===== src/rtl/fifo_bfm_pkg.sv =====
// Shared constants and FSM encodings for the FIFO write-side arbiter.
package fifo_bfm_pkg;

  // Packet framing bytes used by the packet sources.
  localparam logic [7:0] SOP = 8'hAA;
  localparam logic [7:0] EOP = 8'h53;

  localparam int DEFAULT_DATA_W  = 128;
  localparam int DEFAULT_NUM_REQ = 3;

  // IDLE: no holding register occupied; ARB: at least one occupied.
  typedef enum logic {
    ST_IDLE = 1'b0,
    ST_ARB  = 1'b1
  } arb_state_t;

endpackage


===== src/rtl/rr_arbiter.sv =====
// Round-robin grant: first requesting index at or after the pointer wins.
module rr_arbiter #(
  parameter int NUM_REQ = 3,
  parameter int PTR_W   = (NUM_REQ > 1) ? $clog2(NUM_REQ) : 1
) (
  input  logic [NUM_REQ-1:0] i_req,
  input  logic [PTR_W-1:0]   i_ptr,
  output logic [NUM_REQ-1:0] o_gnt
);

  logic             w_found;
  logic [PTR_W-1:0] w_idx;

  // Scan from the pointer, wrapping, and grant the first active request.
  always_comb begin
    o_gnt   = '0;
    w_found = 1'b0;
    w_idx   = '0;
    for (int k = 0; k < NUM_REQ; k++) begin
      w_idx = PTR_W'((int'(i_ptr) + k) % NUM_REQ);
      if (!w_found && i_req[w_idx]) begin
        o_gnt[w_idx] = 1'b1;
        w_found      = 1'b1;
      end
    end
  end

endmodule


===== src/rtl/fifo_wr_arbiter.sv =====
// Collects packets from NUM_REQ sources into one-entry holding registers and
// writes them round-robin into a shared FIFO, one registered write per cycle.
//
// Handshake: a source packet transfers at a rising edge where
// req_valid[i] & req_ready[i]; req_ready[i] is ~hold_vld[i] straight from a
// register, so a source must hold valid/data stable until that edge.
module fifo_wr_arbiter
  import fifo_bfm_pkg::*;
#(
  parameter int NUM_REQ = DEFAULT_NUM_REQ,
  parameter int DATA_W  = DEFAULT_DATA_W
) (
  input  logic                      clk,
  input  logic                      rst,
  input  logic [NUM_REQ-1:0]        req_valid,
  input  logic [NUM_REQ*DATA_W-1:0] req_data,
  output logic [NUM_REQ-1:0]        req_ready,
  input  logic                      fifo_full,
  output logic                      write_enable,
  output logic [DATA_W-1:0]         fifo_wdata,
  output logic [31:0]               pkt_count,
  output arb_state_t                o_dbg_state
);

  localparam int PTR_W = (NUM_REQ > 1) ? $clog2(NUM_REQ) : 1;

  arb_state_t          r_state;
  arb_state_t          w_state_nxt;
  logic [NUM_REQ-1:0]  r_hold_vld;
  logic [NUM_REQ-1:0]  r_fresh;
  logic [DATA_W-1:0]   r_hold_data [NUM_REQ];
  logic [PTR_W-1:0]    r_ptr;
  logic [PTR_W-1:0]    w_ptr_nxt;
  logic                r_wr_en;
  logic [DATA_W-1:0]   r_wdata;
  logic [31:0]         r_pkt_count;

  logic [NUM_REQ-1:0]  w_capture;
  logic [NUM_REQ-1:0]  w_arb_req;
  logic [NUM_REQ-1:0]  w_gnt;
  logic                w_any_gnt;
  logic [DATA_W-1:0]   w_gnt_data;
  logic [PTR_W-1:0]    w_gnt_idx;

  assign w_capture = req_valid & ~r_hold_vld;

  // Entries captured at the last edge (r_fresh) sit out one cycle so the
  // capture-to-write latency never drops below two edges.
  assign w_arb_req = (r_state == ST_ARB && !fifo_full) ? (r_hold_vld & ~r_fresh) : '0;
  assign w_any_gnt = |w_gnt;

  rr_arbiter #(
    .NUM_REQ (NUM_REQ),
    .PTR_W   (PTR_W)
  ) u_rr_arbiter (
    .i_req (w_arb_req),
    .i_ptr (r_ptr),
    .o_gnt (w_gnt)
  );

  // Select the granted packet and its index from the one-hot grant.
  always_comb begin
    w_gnt_data = '0;
    w_gnt_idx  = '0;
    for (int i = 0; i < NUM_REQ; i++) begin
      if (w_gnt[i]) begin
        w_gnt_data = w_gnt_data | r_hold_data[i];
        w_gnt_idx  = PTR_W'(i);
      end
    end
    w_ptr_nxt = (int'(w_gnt_idx) == NUM_REQ - 1) ? '0 : w_gnt_idx + PTR_W'(1);
  end

  // FSM next state: leave ARB only when nothing remains after this grant.
  always_comb begin
    w_state_nxt = r_state;
    case (r_state)
      ST_IDLE: if (|r_hold_vld) w_state_nxt = ST_ARB;
      ST_ARB:  if (~|(r_hold_vld & ~w_gnt)) w_state_nxt = ST_IDLE;
      default: w_state_nxt = ST_IDLE;
    endcase
  end

  // FSM state register.
  always_ff @(posedge clk or posedge rst) begin
    if (rst) r_state <= ST_IDLE;
    else     r_state <= w_state_nxt;
  end

  // Holding registers: capture on handshake, release on grant.
  always_ff @(posedge clk or posedge rst) begin
    if (rst) begin
      r_hold_vld <= '0;
      r_fresh    <= '0;
      for (int i = 0; i < NUM_REQ; i++) r_hold_data[i] <= '0;
    end else begin
      r_hold_vld <= (r_hold_vld & ~w_gnt) | w_capture;
      r_fresh    <= w_capture;
      for (int i = 0; i < NUM_REQ; i++) begin
        if (w_capture[i]) r_hold_data[i] <= req_data[i*DATA_W +: DATA_W];
      end
    end
  end

  // FIFO write port, round-robin pointer and packet counter.
  always_ff @(posedge clk or posedge rst) begin
    if (rst) begin
      r_ptr       <= '0;
      r_wr_en     <= 1'b0;
      r_wdata     <= '0;
      r_pkt_count <= '0;
    end else begin
      r_wr_en <= w_any_gnt;
      if (w_any_gnt) begin
        r_ptr       <= w_ptr_nxt;
        r_wdata     <= w_gnt_data;
        r_pkt_count <= r_pkt_count + 32'd1;
      end
    end
  end

  assign req_ready    = ~r_hold_vld;
  assign write_enable = r_wr_en;
  assign fifo_wdata   = r_wdata;
  assign pkt_count    = r_pkt_count;
  assign o_dbg_state  = r_state;

endmodule

===== config.mk =====
export PLATFORM = sky130hd
export DESIGN_NAME = fifo_wr_arbiter
export DESIGN_NICKNAME = d
export VERILOG_FILES = /design/src/rtl/fifo_bfm_pkg.sv /design/src/rtl/rr_arbiter.sv /design/src/rtl/fifo_wr_arbiter.sv
export SDC_FILE = /design/constraint.sdc
export NUM_CORES = 1
export LEC_CHECK = 0
export ABC_AREA = 0
export BUFFER_PORTS_ARGS = -buffer_cell sky130_fd_sc_hd__buf_4
export CORE_MARGIN = 2
export CORE_UTILIZATION = 50
export DETAILED_ROUTE_END_ITERATION = 7
export PLACE_DENSITY = 0.73
export SLEW_MARGIN = 10
export SYNTH_ARGS = -nofsm -noshare
export SYNTH_HDL_FRONTEND = slang
export SYNTH_SLANG_ARGS = --single-unit

===== constraint.sdc =====
create_clock -name clk -period 37.2 [get_ports clk]
set_input_delay 3.72 -clock clk [delete_from_list [all_inputs] [get_ports clk]]
set_output_delay 3.72 -clock clk [all_outputs]
set_load 0.005 [all_outputs]

* After elaboration in Yosys (flattened, before gate mapping) *
Cells that the tools add are included.

storage, ports and cells
  register bits = 554
  output and inout bits = 165
  word-level logic and storage cells = 75
  bits of input ports = 390

operators by class
  add/sub/neg operators = 4
  div/mod/pow operators = 3
  order comparisons = 6
  equality and inequality tests = 1
  multiplexer cells = 27
  bitwise gates (word level) = 12
  reduce and logical (&&, ||, !) cells = 12

operators with widths
  operator                                                                   count
  128-bit 2-to-1 mux                                                         3
  128-bit bitwise OR                                                         2
  32-bit by 3-bit remainder unit with 32-bit output (second input constant)  2
  32-bit by 1-bit adder with 32-bit output (second input constant)           1
  3-bit by 3-bit remainder unit with 32-bit output (second input constant)   1
  3-bit 2-to-1 mux                                                           4
  1-bit 2-to-1 mux                                                           11
  3-bit AND                                                                  3
  2-bit by 3-bit < comparator with 1-bit output (second input constant)      3
  3-bit inverter                                                             3
  3-bit bitwise OR                                                           3
  3-bit OR reduction                                                         3
  1-bit binary-select mux with 2-bit select                                  3
  1-bit demux with 2-bit select                                              3
  2-bit by 1-bit >= comparator with 1-bit output (second input constant)     3
  1-bit logical AND                                                          6
  2-bit 2-to-1 mux                                                           2
  2-bit by 1-bit adder with 3-bit output (second input constant)             1
  2-bit by 2-bit adder with 3-bit output (second input constant)             1
  1-bit zero test                                                            3
  2-bit by 1-bit adder with 2-bit output (second input constant)             1
  2-bit == test (second input constant)                                      1
  1-bit case mux with 2 select lines                                         1
  1-bit inverter                                                             1

* Logic depth before layout (Yosys ltp) *
  depth in word-level cells = 17
  depth in mapped cells = 11
  depth with buffers taken out = 8

* By module *
Synthesis repeated with hierarchy kept, for this count alone.

second synthesis, totals
  cells, all modules = 1588
  area, all modules = 22307.6 um^2

by module, submodules not included
  module           cells an instance  times used  area an instance (um^2)
  fifo_wr_arbiter  1552               1           22034.9
  rr_arbiter       36                 1           272.8

* Worst setup path after synthesis *
OpenSTA, ideal clock, no wires.

  path type = in2reg
  start = input port fifo_full
  end = register r_pkt_count[1], in the netlist pkt_count[1]
  path slack = 31.637 ns
  arrival = 5.438 ns
  cell stages on the path = 7
  path buffers = 1
  path through = nand4bb_1 -> or3_1 -> a31o_2 -> o221a_2 -> nand2_2 -> buf_6 -> mux2_2

between the ends
  word-level cells in the longest chain between the ends = 13
  elaborated cells between the ends (all ways) = 21

ends and longest elaborated chain
  item                                       line                    RTL
  start: declaration                         fifo_wr_arbiter.sv:18   input logic fifo_full,
  1-bit zero test (*)                        fifo_wr_arbiter.sv:49   assign w_arb_req = (r_state == ST_ARB && !fifo_full) ? (r_hold_vld & ~r_fresh) : '0;
  1-bit logical AND (*)                      fifo_wr_arbiter.sv:49
  3-bit 2-to-1 mux (*)                       fifo_wr_arbiter.sv:49
  1-bit binary-select mux with 2-bit select  rr_arbiter.sv:21        if (!w_found && i_req[w_idx]) begin
  1-bit 2-to-1 mux (not written as such)     rr_arbiter.sv:21
  1-bit 2-to-1 mux                           rr_arbiter.sv:21
  1-bit zero test                            rr_arbiter.sv:21
  1-bit logical AND                          rr_arbiter.sv:21
  1-bit 2-to-1 mux                           rr_arbiter.sv:21
  1-bit zero test                            rr_arbiter.sv:21
  1-bit logical AND                          rr_arbiter.sv:21
  3-bit 2-to-1 mux (*)                       rr_arbiter.sv:21
  3-bit OR reduction (*)                     fifo_wr_arbiter.sv:50   assign w_any_gnt = |w_gnt;
  end signal: assignment                     fifo_wr_arbiter.sv:117  r_pkt_count <= r_pkt_count + 32'd1;
  end: declaration                           fifo_wr_arbiter.sv:36   logic [31:0] r_pkt_count;

Every way passes the cells marked *; elsewhere a longest branch is shown, timed or not. The select of a mux whose other input is x is not followed.
A chain may end at the register's enable or synchronous reset.

==> PnR_summary.wiki <==
{| class="wikitable"
! Metric !! Value
|-
| Critical register-to-register path startpoint || r_ptr[0]$_DFFE_PP0P_
|-
| Die Footprint || 46400 um^2
|-
| Number of distinct library cells after synthesis || 51
|-
| Register bit count reported by yosys || 554
|-
| Post-route minimum period || 7.29 ns
|-
| Sum of net half-perimeters after detailed placement || 42800 um
|-
| CTS Root Cell || sky130_fd_sc_hd__clkbuf_16
|-
| Type of the setup path with the least slack || in2async
|-
| Area taken by flip-flops and latches || 13900 um^2
|-
| Nature of the critical path endpoint || async pin
|-
| GRT Residual Overflow || 0
|-
| Area share of the leading cell type in the synthesized netlist || 62.0%
|-
| Htree depth || 2
|-
| Synthesis Warnings || 0
|-
| Startpoint of the worst setup timing path || rst
|-
| Post-Synth Simple-Gate Area || 2.27%
|-
| Switching part of the total power || 35.5%
|-
| Biggest area consumer among synthesized cells || sky130_fd_sc_hd__dfrtp_1
|-
| Endpoint of the lowest-slack register-to-register path || fifo_wdata[97]$_DFFE_PP0P_
|-
| Initial Utilization || 50.6%
|-
| Pin count of the biggest net entering global routing || 146
|-
| Dominant cells by area after synthesis || sky130_fd_sc_hd__dfrtp_1 62%, sky130_fd_sc_hd__mux2_2 19%, sky130_fd_sc_hd__a222oi_1 5.7%
|-
| Starting DRC count in detailed routing || 1715
|-
| Maximum achievable frequency || 0.137 GHz
|-
| Chip width || 215 um
|-
| Clock slew at the register clock pins of the worst setup and hold paths || 0.06 ns
|-
| Combinational share of power || 38.6%
|-
| Area fraction in compound gates after synthesis || 10.3%
|-
| Total Wirelength || 65200 um
|-
| Nature of the critical path startpoint || input pin
|-
| Hold violation total from the final report || 0
|-
| Nets || 2531
|-
| I/O Buffers || 554
|-
| Total Negative Setup Slacks || 0 ns
|-
| Transition time at the pin with the least slew margin || 1.11 ns
|-
| Per-cell routed wire length || 23.5 um
|-
| Number of buffers on the longest clock path || 3
|-
| P_int || 1.71 mW
|-
| Post-synthesis area per instance || 13.8 um^2
|-
| Multi-input gate area in the final layout || 7560 um^2
|-
| CTS tree || built
|-
| Total GRT Usage || 27.8%
|-
| Worst hold-check slack || 0.498 ns
|-
| Post-synthesis async set-or-reset flop share || 100%
|-
| Number of cells on the worst reg-to-reg path || 9
|-
| Boundary Pins || 555
|-
| Core region area || 44200 um^2
|-
| Count of unresolved DRC violations after routing || 0
|-
| Syn Nets || 2011
|-
| Power Density || 92.0 nW/um^2
|-
| # Max-Cap Violations || 0
|-
| Max stage delay cell, worst path || sky130_fd_sc_hd__buf_4
|-
| Count of nets left with antenna violations after detail routing || 0
|-
| Critical path data required time || 37.85 ns
|-
| Via count || 16.0k
|-
| Number of search-and-repair iterations in the first detailed-routing pass || 7
|-
| Cell occurring most often along the worst timing path || sky130_fd_sc_hd__buf_4
|-
| RSZ-0062 raised after global routing || no
|-
| Result of the run || finished clean
|-
| Sequential share of power || 41.0%
|-
| Overall power || 2.65 mW
|-
| CP arrival || 7.94 ns
|-
| Clock tree skew after final layout || 0.0183 ns
|-
| Most common cell in the synthesized netlist || sky130_fd_sc_hd__dfrtp_1
|-
| Xor/xnor cell area share of the yosys netlist || 1.21%
|-
| Critical path peak fanout || 145
|-
| Largest family of logic cells by synthesized area || multiplexers
|-
| Clock buffer count from CTS || 55
|-
| Flop2flop setup slack || 33.18 ns
|-
| HP Class || reg2reg
|-
| Post-DR vias/cell || 5.78
|-
| Filler cells || 3363
|-
| Number of standard-cell rows in the floorplan || 77
|-
| Number of clock sinks || 554
|-
| Relative contribution of the clock network to total power || 20.4%
|-
| Maximum vdd ir drop || 0.0607 mV
|-
| Finish-stage setup viols || 0
|-
| Final worst path period share || 19.6%
|-
| Synthesized-area fraction occupied by adder cells || 0.280%
|-
| Setup repair bufs after CTS || 0
|-
| Worst setup endpoint || r_hold_data[41]$_DFFE_PP0P_
|-
| Commonest cells in the netlist || 554 x sky130_fd_sc_hd__dfrtp_1, 386 x sky130_fd_sc_hd__mux2_2, 141 x sky130_fd_sc_hd__inv_1, 136 x sky130_fd_sc_hd__o21ai_0, 128 x sky130_fd_sc_hd__a222oi_1
|-
| Antenna violations before repair || 14
|-
| Count of pins over their slew limit || 0
|-
| Static leakage || 13.1 nW
|-
| Worst slew slack as a fraction of its limit || 25.7%
|-
| Area growth syn-to-layout || 28.6%
|-
| Clock Latency Late Sink || 0.61 ns
|-
| Sequential fraction of the synthesis area || 62.0%
|-
| Slowest cell delay on critical path || 0.86 ns
|-
| RePlAce Congestion || 0.885
|-
| Post-Synthesis Cells || 1616
|-
| Layout cell share with drive strength beyond 1 || 48.6%
|-
| Chip height || 215 um
|-
| Synthesized area || 22400 um^2
|-
| EDFF count, synth || 0
|-
| Post-CTS Resized || 0
|-
| Worst-path cell chain || buf_4 -> inv_8 -> buf_4 -> buf_4 -> buf_4 -> buf_4
|-
| Via count of the first global-routing pass || 16.9k
|-
| Share of cell area taken by muxes after synthesis || 19.5%
|-
| Most common flop cell mapped by yosys || sky130_fd_sc_hd__dfrtp_1
|-
| CTS Hold Bufs || 0
|-
| Wire length of the first global-routing pass || 99900 um
|-
| Psw || 0.938 mW
|}
==> power groups by stage <==
| stage | combinational (mW) | clock (mW) | sequential, mW |
|---|---|---|---|
| floorplan | 0.675 | 0 | 1.04 |
| global placement | 0.991 | 0 | 1.07 |
| detailed placement | 1.02 | 0 | 1.09 |
| CTS | 1.03 | 0.550 | 1.08 |
| global route | 1.11 | 0.575 | 1.12 |
| finish | 1.02 | 0.540 | 1.08 |
==> per-stage QoR <==
stage | cells | cell area [um^2] | setup WS (ns) | utilization [%]
after detailed placement | 2671 | 27000 | 29.14 | 61.0
after global routing | 2777 | 28800 | 29.25 | 65.0
after floorplan | 1616 | 22400 | 17.99 | -
final | 2777 | 28800 | 29.91 | 65.0
after CTS | 2768 | 28700 | 29.79 | 65.0
after global placement | 2671 | 27000 | 29.25 | 61.0
==> cell type report <==
| class | instances | share of cell area [%] |
|---|---|---|
| Inverter | 141 | 1.87 |
| Sequential cell | 554 | 48.2 |
| Timing Repair Buffer | 572 | 14.9 |
| Multi-Input combinational cell | 812 | 26.3 |
| Clock inverter | 11 | 0.318 |
| Antenna cell | 9 | 0.0783 |
| Tap cell | 592 | 2.58 |
| Clock buffer | 86 | 5.75 |
==> routing by layer <==
layer | global-route usage [%] | share of wire, %
met1 | 35.4 | 39
met2 | 45.3 | 49
met3 | 7.23 | 8.2
met4 | 11.8 | 3.9
met5 | 0 | 0.12
==> flip-flops by register name, summed over array words and instances (netlist names) <==
name / cells
r_hold_data: 384
fifo_wdata: 128
pkt_count: 32
r_fresh: 3
r_hold_vld: 3
r_ptr: 2
o_dbg_state: 1
write_enable: 1
==> worst max-delay path: cells and delay by family <==
| family | cells | cell delay (ns) |
|---|---|---|
| buffers and inverters | 6 | 3.97 |
==> cells in the final DEF (no fill, tap or decap), drive strengths merged, types with 4 or more instances in the layout <==
master,instances
o21ai,136
nand4,8
clkinv,7
xnor2,23
nand2b,6
nor2b,7
a21oi,11
buf,572
nand2,14
o2111ai,9
inv,144
nand3,14
diode,9
o211ai,6
nor2,12
dfrtp,554
nor3,4
clkbuf,86
xor2,8
a222oi,128
ha,5
mux2,386
==> cells by family (layout without fill, tap and decap cells) <==
family / after synthesis / count (layout)
AO/OA/AOI/OAI: 305 / 305
AND/OR/NAND/NOR: 84 / 84
multiplexers: 387 / 387
XOR/XNOR: 31 / 31
adder cells (fa/ha/maj): 5 / 5
buffers and inverters: 250 / 810
flip-flops: 554 / 554
other: 0 / 9
==> how the worst min path moves through the flow <==
stage	start	endpoint	cells after the start	slack, ns
after floorplan	pkt_count[31]$_DFFE_PP0P_	pkt_count[31]$_DFFE_PP0P_	1	0.47
after global placement	r_hold_data[22]$_DFFE_PP0P_	fifo_wdata[22]$_DFFE_PP0P_	2	0.48
after CTS	r_hold_data[13]$_DFFE_PP0P_	fifo_wdata[13]$_DFFE_PP0P_	2	0.50
final	r_hold_data[50]$_DFFE_PP0P_	fifo_wdata[50]$_DFFE_PP0P_	2	0.50
after global routing	r_hold_data[293]$_DFFE_PP0P_	r_hold_data[293]$_DFFE_PP0P_	1	0.52
after detailed placement	r_hold_data[37]$_DFFE_PP0P_	fifo_wdata[37]$_DFFE_PP0P_	2	0.49
No activity file was read; power rests on OpenSTA's default activity.
